--- src/rtl/regfile_pkg.sv ---
// Shared constants, entry record and fill-state encoding for the register-bank read side.
// Latency: none (types and pure functions only).
// Backpressure: not applicable.
package regfile_pkg;

  localparam int WIDTH = 16;
  localparam int NREGS = 16;
  localparam int IDXW  = 4;
  localparam int DEPTH = 2;

  // One buffered operand request. a and b already hold resolved operand values.
  typedef struct packed {
    logic [WIDTH-1:0] a;
    logic [WIDTH-1:0] b;
    logic [IDXW-1:0]  rsrc;
    logic [IDXW-1:0]  rdest;
    logic             use_imm;
  } rd_entry_t;

  // Occupancy of the 2-entry output buffer.
  typedef enum logic [1:0] {
    ST_EMPTY = 2'd0,
    ST_ONE   = 2'd1,
    ST_FULL  = 2'd2
  } fill_state_e;

  // Apply a bank write to a stored entry so it keeps tracking the newest
  // architectural value. An immediate in b is never overwritten.
  function automatic rd_entry_t snoop_entry(
    input rd_entry_t        e,
    input logic             wr_en,
    input logic [IDXW-1:0]  wr_idx,
    input logic [WIDTH-1:0] wr_data
  );
    rd_entry_t r;
    r = e;
    if (wr_en && (e.rsrc == wr_idx)) begin
      r.a = wr_data;
    end
    if (wr_en && !e.use_imm && (e.rdest == wr_idx)) begin
      r.b = wr_data;
    end
    return r;
  endfunction

endpackage

--- src/rtl/regfile_reader_if.sv ---
// Request and operand handshake bundle between decoder/ALU side and the reader.
// Latency: none (wires only).
// Backpressure: req_ready from the reader, op_ready from the consumer.
interface regfile_reader_if;
  import regfile_pkg::*;

  // Decoder -> reader request channel
  logic             req_valid;
  logic             req_ready;
  logic [IDXW-1:0]  req_rsrc;
  logic [IDXW-1:0]  req_rdest;
  logic             req_use_imm;
  logic [WIDTH-1:0] req_imm;

  // Reader -> ALU operand channel
  logic             op_valid;
  logic             op_ready;
  logic [WIDTH-1:0] op_a;
  logic [WIDTH-1:0] op_b;
  logic [IDXW-1:0]  op_rdest;

  // Requesting / consuming side (decoder plus ALU)
  modport master (
    output req_valid,
    input  req_ready,
    output req_rsrc,
    output req_rdest,
    output req_use_imm,
    output req_imm,
    input  op_valid,
    output op_ready,
    input  op_a,
    input  op_b,
    input  op_rdest
  );

  // The reader itself
  modport slave (
    input  req_valid,
    output req_ready,
    input  req_rsrc,
    input  req_rdest,
    input  req_use_imm,
    input  req_imm,
    output op_valid,
    input  op_ready,
    output op_a,
    output op_b,
    output op_rdest
  );

endinterface

--- src/rtl/regfile_read_mux.sv ---
// One register-bank read port: NREGS:1 word select with same-cycle write bypass.
// Latency: combinational.
// Backpressure: none.
module regfile_read_mux
  import regfile_pkg::*;
(
  input  logic [NREGS*WIDTH-1:0] i_rf_flat,
  input  logic [IDXW-1:0]        i_idx,
  input  logic                   i_wr_en,
  input  logic [IDXW-1:0]        i_wr_idx,
  input  logic [WIDTH-1:0]       i_wr_data,
  output logic [WIDTH-1:0]       o_data
);

  logic [WIDTH-1:0] w_word;
  logic             w_hit;

  // Select the addressed bank word.
  always_comb begin
    w_word = '0;
    for (int i = 0; i < NREGS; i++) begin
      if (i_idx == IDXW'(i)) begin
        w_word = i_rf_flat[i*WIDTH +: WIDTH];
      end
    end
  end

  // The bank only updates at the edge, so a write in flight this cycle wins.
  assign w_hit  = i_wr_en && (i_wr_idx == i_idx);
  assign o_data = w_hit ? i_wr_data : w_word;

endmodule

--- src/rtl/regfile_reader.sv ---
// Register-bank read side: resolves two operands per request into a 2-entry snooping output buffer.
// Latency: 1 cycle (op_valid rises just after the accepting edge); outputs are registered.
// Backpressure: req_ready drops only when both entries are occupied, independent of op_ready.
module regfile_reader
  import regfile_pkg::*;
(
  input  logic                   clk,
  input  logic                   reset,
  input  logic [NREGS*WIDTH-1:0] rf_flat,
  input  logic                   wr_en,
  input  logic [IDXW-1:0]        wr_idx,
  input  logic [WIDTH-1:0]       wr_data,
  regfile_reader_if.slave        bus
);

  // Buffer storage: r_ent0 is always the head, r_ent1 the entry behind it.
  fill_state_e r_state;
  fill_state_e w_state_nxt;
  rd_entry_t   r_ent0;
  rd_entry_t   r_ent1;
  rd_entry_t   w_ent0_nxt;
  rd_entry_t   w_ent1_nxt;

  rd_entry_t        w_new;
  rd_entry_t        w_snp0;
  rd_entry_t        w_snp1;
  logic [WIDTH-1:0] w_rd_a;
  logic [WIDTH-1:0] w_rd_b;
  logic             w_push;
  logic             w_pop;

  // Source operand read port
  regfile_read_mux u_mux_rsrc (
    .i_rf_flat (rf_flat),
    .i_idx     (bus.req_rsrc),
    .i_wr_en   (wr_en),
    .i_wr_idx  (wr_idx),
    .i_wr_data (wr_data),
    .o_data    (w_rd_a)
  );

  // Destination operand read port
  regfile_read_mux u_mux_rdest (
    .i_rf_flat (rf_flat),
    .i_idx     (bus.req_rdest),
    .i_wr_en   (wr_en),
    .i_wr_idx  (wr_idx),
    .i_wr_data (wr_data),
    .o_data    (w_rd_b)
  );

  assign bus.req_ready = (r_state != ST_FULL);
  assign bus.op_valid  = (r_state != ST_EMPTY);

  assign w_push = bus.req_valid && bus.req_ready;
  assign w_pop  = bus.op_valid && bus.op_ready;

  // Entry built from the request this cycle; the read ports already include the bypass.
  assign w_new = '{
    a:       w_rd_a,
    b:       bus.req_use_imm ? bus.req_imm : w_rd_b,
    rsrc:    bus.req_rsrc,
    rdest:   bus.req_rdest,
    use_imm: bus.req_use_imm
  };

  // Stored entries as they look after this cycle's bank write.
  assign w_snp0 = snoop_entry(r_ent0, wr_en, wr_idx, wr_data);
  assign w_snp1 = snoop_entry(r_ent1, wr_en, wr_idx, wr_data);

  // Next occupancy and entry contents from push/pop/snoop; invalid slots are left untouched
  // so the outputs of an empty buffer hold their last values.
  always_comb begin
    w_state_nxt = r_state;
    w_ent0_nxt  = r_ent0;
    w_ent1_nxt  = r_ent1;
    case (r_state)
      ST_EMPTY: begin
        if (w_push) begin
          w_ent0_nxt  = w_new;
          w_state_nxt = ST_ONE;
        end
      end
      ST_ONE: begin
        case ({w_push, w_pop})
          2'b11: begin
            // Head leaves, new request takes its place.
            w_ent0_nxt = w_new;
          end
          2'b10: begin
            w_ent0_nxt  = w_snp0;
            w_ent1_nxt  = w_new;
            w_state_nxt = ST_FULL;
          end
          2'b01: begin
            w_state_nxt = ST_EMPTY;
          end
          default: begin
            w_ent0_nxt = w_snp0;
          end
        endcase
      end
      ST_FULL: begin
        if (w_pop) begin
          // Survivor moves up to the head, carrying this cycle's snoop.
          w_ent0_nxt  = w_snp1;
          w_state_nxt = ST_ONE;
        end else begin
          w_ent0_nxt = w_snp0;
          w_ent1_nxt = w_snp1;
        end
      end
      default: begin
        w_state_nxt = ST_EMPTY;
      end
    endcase
  end

  // Occupancy and entry registers; reset discards everything immediately.
  always_ff @(posedge clk or negedge reset) begin
    if (!reset) begin
      r_state <= ST_EMPTY;
      r_ent0  <= '0;
      r_ent1  <= '0;
    end else begin
      r_state <= w_state_nxt;
      r_ent0  <= w_ent0_nxt;
      r_ent1  <= w_ent1_nxt;
    end
  end

  // Outputs come straight from the head register.
  assign bus.op_a     = r_ent0.a;
  assign bus.op_b     = r_ent0.b;
  assign bus.op_rdest = r_ent0.rdest;

endmodule
--- src/flat_wrapper.sv ---
// flat-port wrapper written by rule: the top's interface ports become plain ports
module regfile_reader_flat import regfile_pkg::*;
  (clk, reset, rf_flat, wr_en, wr_idx, wr_data, bus_req_valid, bus_req_ready, bus_req_rsrc, bus_req_rdest, bus_req_use_imm, bus_req_imm, bus_op_valid, bus_op_ready, bus_op_a, bus_op_b, bus_op_rdest);
  regfile_reader_if bus_i ();
  input  logic clk;
  input  logic reset;
  input  logic [NREGS*WIDTH-1:0] rf_flat;
  input  logic wr_en;
  input  logic [IDXW-1:0] wr_idx;
  input  logic [WIDTH-1:0] wr_data;
  input wire logic [$bits(bus_i.req_valid)-1:0] bus_req_valid;
  output wire logic [$bits(bus_i.req_ready)-1:0] bus_req_ready;
  input wire logic [$bits(bus_i.req_rsrc)-1:0] bus_req_rsrc;
  input wire logic [$bits(bus_i.req_rdest)-1:0] bus_req_rdest;
  input wire logic [$bits(bus_i.req_use_imm)-1:0] bus_req_use_imm;
  input wire logic [$bits(bus_i.req_imm)-1:0] bus_req_imm;
  output wire logic [$bits(bus_i.op_valid)-1:0] bus_op_valid;
  input wire logic [$bits(bus_i.op_ready)-1:0] bus_op_ready;
  output wire logic [$bits(bus_i.op_a)-1:0] bus_op_a;
  output wire logic [$bits(bus_i.op_b)-1:0] bus_op_b;
  output wire logic [$bits(bus_i.op_rdest)-1:0] bus_op_rdest;
  assign bus_i.req_valid = bus_req_valid;
  assign bus_req_ready = bus_i.req_ready;
  assign bus_i.req_rsrc = bus_req_rsrc;
  assign bus_i.req_rdest = bus_req_rdest;
  assign bus_i.req_use_imm = bus_req_use_imm;
  assign bus_i.req_imm = bus_req_imm;
  assign bus_op_valid = bus_i.op_valid;
  assign bus_i.op_ready = bus_op_ready;
  assign bus_op_a = bus_i.op_a;
  assign bus_op_b = bus_i.op_b;
  assign bus_op_rdest = bus_i.op_rdest;
  regfile_reader u_core (.clk(clk), .reset(reset), .rf_flat(rf_flat), .wr_en(wr_en), .wr_idx(wr_idx), .wr_data(wr_data), .bus(bus_i));
endmodule
--- config.mk ---
export PLATFORM = sky130hd
export DESIGN_NAME = regfile_reader_flat
export DESIGN_NICKNAME = d
export VERILOG_FILES = /design/src/rtl/regfile_pkg.sv /design/src/rtl/regfile_reader_if.sv /design/src/rtl/regfile_read_mux.sv /design/src/rtl/regfile_reader.sv /design/src/flat_wrapper.sv
export SDC_FILE = /design/constraint.sdc
export NUM_CORES = 1
export LEC_CHECK = 0
export BUFFER_PORTS_ARGS = -buffer_cell sky130_fd_sc_hd__buf_2
export CAP_MARGIN = 20
export CORE_MARGIN = 3
export CORE_UTILIZATION = 34
export DETAILED_ROUTE_END_ITERATION = 12
export PLACE_DENSITY = 0.64
export SLEW_MARGIN = 20
export SYNTH_ARGS = -nofsm -noshare
export SYNTH_HDL_FRONTEND = slang
export SYNTH_SLANG_ARGS = --single-unit
--- constraint.sdc ---
create_clock -name clk -period 2.9 [get_ports clk]
set_clock_uncertainty 0.15 [all_clocks]
set_input_delay 0.58 -clock clk [delete_from_list [all_inputs] [get_ports clk]]
set_output_delay 0.58 -clock clk [all_outputs]
set_load 0.03 [all_outputs]
==> flow_metrics.tcl <==
set metrics [dict create \
    ctsRootBufferMaster "clkbuf_16" \
    hold_viol 0 \
    finalNetCount 2394 \
    num_antenna_cells 0 \
    cts_hold_buf 0 \
    synth_cell_types 83 \
    chipHeight_um 191 \
    portBuffers 343 \
    muxShareOfSynthArea_pct 10.5 \
    clk_path_buf_depth 2 \
    maxSlewHeadroom_pct 45.6 \
    hold-worst-slack_ns 0.0900 \
    postSynthCellCount 1612 \
    async_flop_share_pct 100 \
    yosys_warnings 0 \
    critPathArrivalTime_ns 2.97 \
    ys_seq_area_share_pct 18.0 \
    path_cells "buf_2 -> or2_2 -> o22ai_1 -> o32a_1 -> o22ai_1 -> a2111oi_1 -> buf_4 -> a21oi_1 -> a221o_1" \
    crit_required_ns 2.99 \
    crit_end "u_core.r_ent1[14]" \
    slowest_delay_ns 0.57 \
    synthSimpleGateAreaFrac_pct 18.8 \
    path_buf_inv 2 \
    drive_above_1_share_pct 35.1 \
    maxSlewViolCount 0 \
    setup_tns_ns 0 \
    antenna_found_initial 0 \
    place_congestion 1.04 \
    overflow 0 \
    cts.sinks 84 \
    ios 344 \
    syn-num-nets 1922 \
    cpMaxStageDelayCell "a2111oi_1" \
    synth_edf_count 0 \
    finalSetupViolCount 0 \
    synthAdderAreaFrac_pct 0.428 \
    ys_seq_elements 84 \
    worstSetupPathType "in2reg" \
    critPathTopFamily "compound AO/OA/AOI/OAI gates" \
    tightest_slew_ns 0.795 \
    dr.pass1.iters 6 \
    fp.dieArea_sq_mm 0.0367 \
    start_util_pct 34.7 \
    die_x_um 191 \
    clk_pin_slew_worst_paths_ns 0.07 \
    via_count 16800 \
    h-tree-depth 3 \
    syn_area_sq_mm 0.0117 \
    post-dp-hpwl_um 65200 \
    status "completed" \
    timing.final.crit_share_pct 99.2 \
    coreArea_sq_mm 0.0337 \
    fin_util_pct 47.7 \
    synth_top_family_by_area "compound AO/OA/AOI/OAI gates" \
    r2r_end "u_core.bus.op_a[9]" \
    antenna_left 0 \
    synthFlopType "dfrtp_1" \
    dp_cells 2518 \
    grt_pass1_vias 16200 \
    layout.cells.non_filler 2536 \
    rr_startpoint "u_core.r_state[0]" \
    drv_cap 0 \
    cp-startpoint "bus_req_rdest[0]" \
    remaining_drc_errors 0 \
    postSynthAreaPerCell_sq_um 7.25 \
    regToRegSetupSlack_ns 0.19 \
    worstSkewPairLatency_ns 0.36 \
    synthXorXnorAreaFrac_pct 1.35 \
    viasPerCell 6.64 \
    wl_um 80000 \
    grt_max_degree 48 \
    synth-compound-area-share_pct 41.1 \
    track_usage_pct 42.0 \
    rr_worst_depth 10 \
    leakage_nw 7.42 \
    rsz0062_at_grt "false" \
    drtIter0Drc 2470 \
    cts_buffers 9 \
    syn2layout_area_growth_pct 37.3 \
    max-vdd-ir-drop_mv 0.744 \
    wl_per_cell_um 31.6 \
    crit_path_start_kind "input port" \
    power_density_mw_per_mm2 660 \
    cts_tree "yes" \
    crit_cells 9 \
    path_common_cell "o22ai_1" \
    fmax_mhz 348 \
    rows 67 \
    timing.final.crit_period_ns 2.88 \
    worst-path-max-fanout 7 \
    hp-class "in2async" \
    cp-end-kind "register" \
    grt_pass1_wl_um 113000 \
]
==> layout by cell type, fill, tap and decap left out, types with 13 or more instances in the layout <==
cell type    n
inv_1       30
nor2_1      96
o2bb2ai_1   14
a22o_1      25
a21oi_1    112
buf_2      340
mux2_2      27
a221o_1     22
o22ai_1     50
and3_1      18
nand2_1    180
dfrtp_1     84
o21ai_0    165
a221oi_1    13
nand2b_1    34
a22oi_1     85
nand3_1     23
buf_4      285
o211ai_1    20
a211oi_1    18
mux2i_1     88
buf_12      31
o221ai_1    29
nor2b_1     33
a31oi_1     19
o31ai_1     13
==> metrics by stage <==
step | power [mW] | cell area (sq um) | setup WS, ns
after floorplan | 6.35 | 11700 | 0.373
after global routing | 11.1 | 16100 | 0.00800
final | 10.6 | 16100 | 0.0244
after global placement | 8.91 | 15700 | -0.615
after detailed placement | 9.00 | 15700 | -0.519
after CTS | 10.3 | 16000 | 0.0415
==> synthesized netlist by cell type (all sizes together), types with 18 or more instances <==
library cell  instances  area share [%]
a22o                 25             1.9
a221o                22             1.9
nor2b                34             1.8
clkbuf               66             2.1
nand2b               34             1.8
a22oi                85             5.5
nand3                24             1.1
o211ai               20             1.3
o22ai                50             2.7
nor2                 99             3.2
o221ai               29             2.2
mux2                 27             2.6
dfrtp                84              18
buf                 129             6.7
a21oi               113             4.8
a211oi               18             1.2
a31oi                19             1.0
and3                 18            0.96
mux2i                88             7.5
inv                  33             1.1
nand2               180             5.8
o21ai               173             7.4
==> state kept, by name, indices dropped and copies added, names as in the netlist <==
signal	flops
u_core.r_ent1	41
u_core.r_state	2
u_core.r_ent0	5
u_core.bus.op_a	16
u_core.bus.op_rdest	4
u_core.bus.op_b	16
==> cell families after synthesis <==
kind of cell	after synthesis
AND/OR/NAND/NOR	460
adder cells (fa/ha/maj)	4
buffers and inverters	228
AO/OA/AOI/OAI	701
multiplexers	117
flip-flops	84
XOR/XNOR	18
==> worst min path at each step <==
stage                                    end  slack (ns)
after floorplan           u_core.bus.op_a[0]        0.13
after global placement      u_core.r_ent0[0]        0.33
after detailed placement    u_core.r_ent0[7]        0.34
after CTS                   u_core.r_ent1[5]        0.12
after global routing        u_core.r_ent1[6]        0.14
final                      u_core.r_state[0]        0.09
==> area by class of cell <==
| cell class | count | area [sq um] |
|---|---|---|
| fill | 3477 | 17600 |
| multi-input combinational | 1300 | 8490 |
| sequential | 84 | 2100 |
| clock inverter | 4 | 72.6 |
| inverter | 33 | 124 |
| clock buffer | 11 | 253 |
| timing repair buffer | 656 | 4460 |
| tap | 448 | 561 |
==> where the power goes <==
part | internal, mW | switching, mW
logic | 2.72 | 4.36
registers | 1.73 | 0.477
clock network | 0.796 | 0.516
total | 5.25 | 5.35
==> metal layers <==
metal | share of wire, % | wire length [um] | vias to the layer above | GRT usage [%]
met5 | 0 | 0 | - | 0
li1 | - | - | 7089 | -
met2 | 44 | 35600 | 1299 | 66.7
met3 | 10 | 8240 | 247 | 6.77
met1 | 39 | 31500 | 8213 | 55.7
met4 | 5.9 | 4730 | 0 | 19.8
==> what timing repair did <==
item,in CTS,in global routing
gates resized for setup,4,7
buffers inserted,0,3
endpoints found under the setup margin,4,15
pin swaps,0,1
Note: power is estimated with default switching activity, not from simulation.
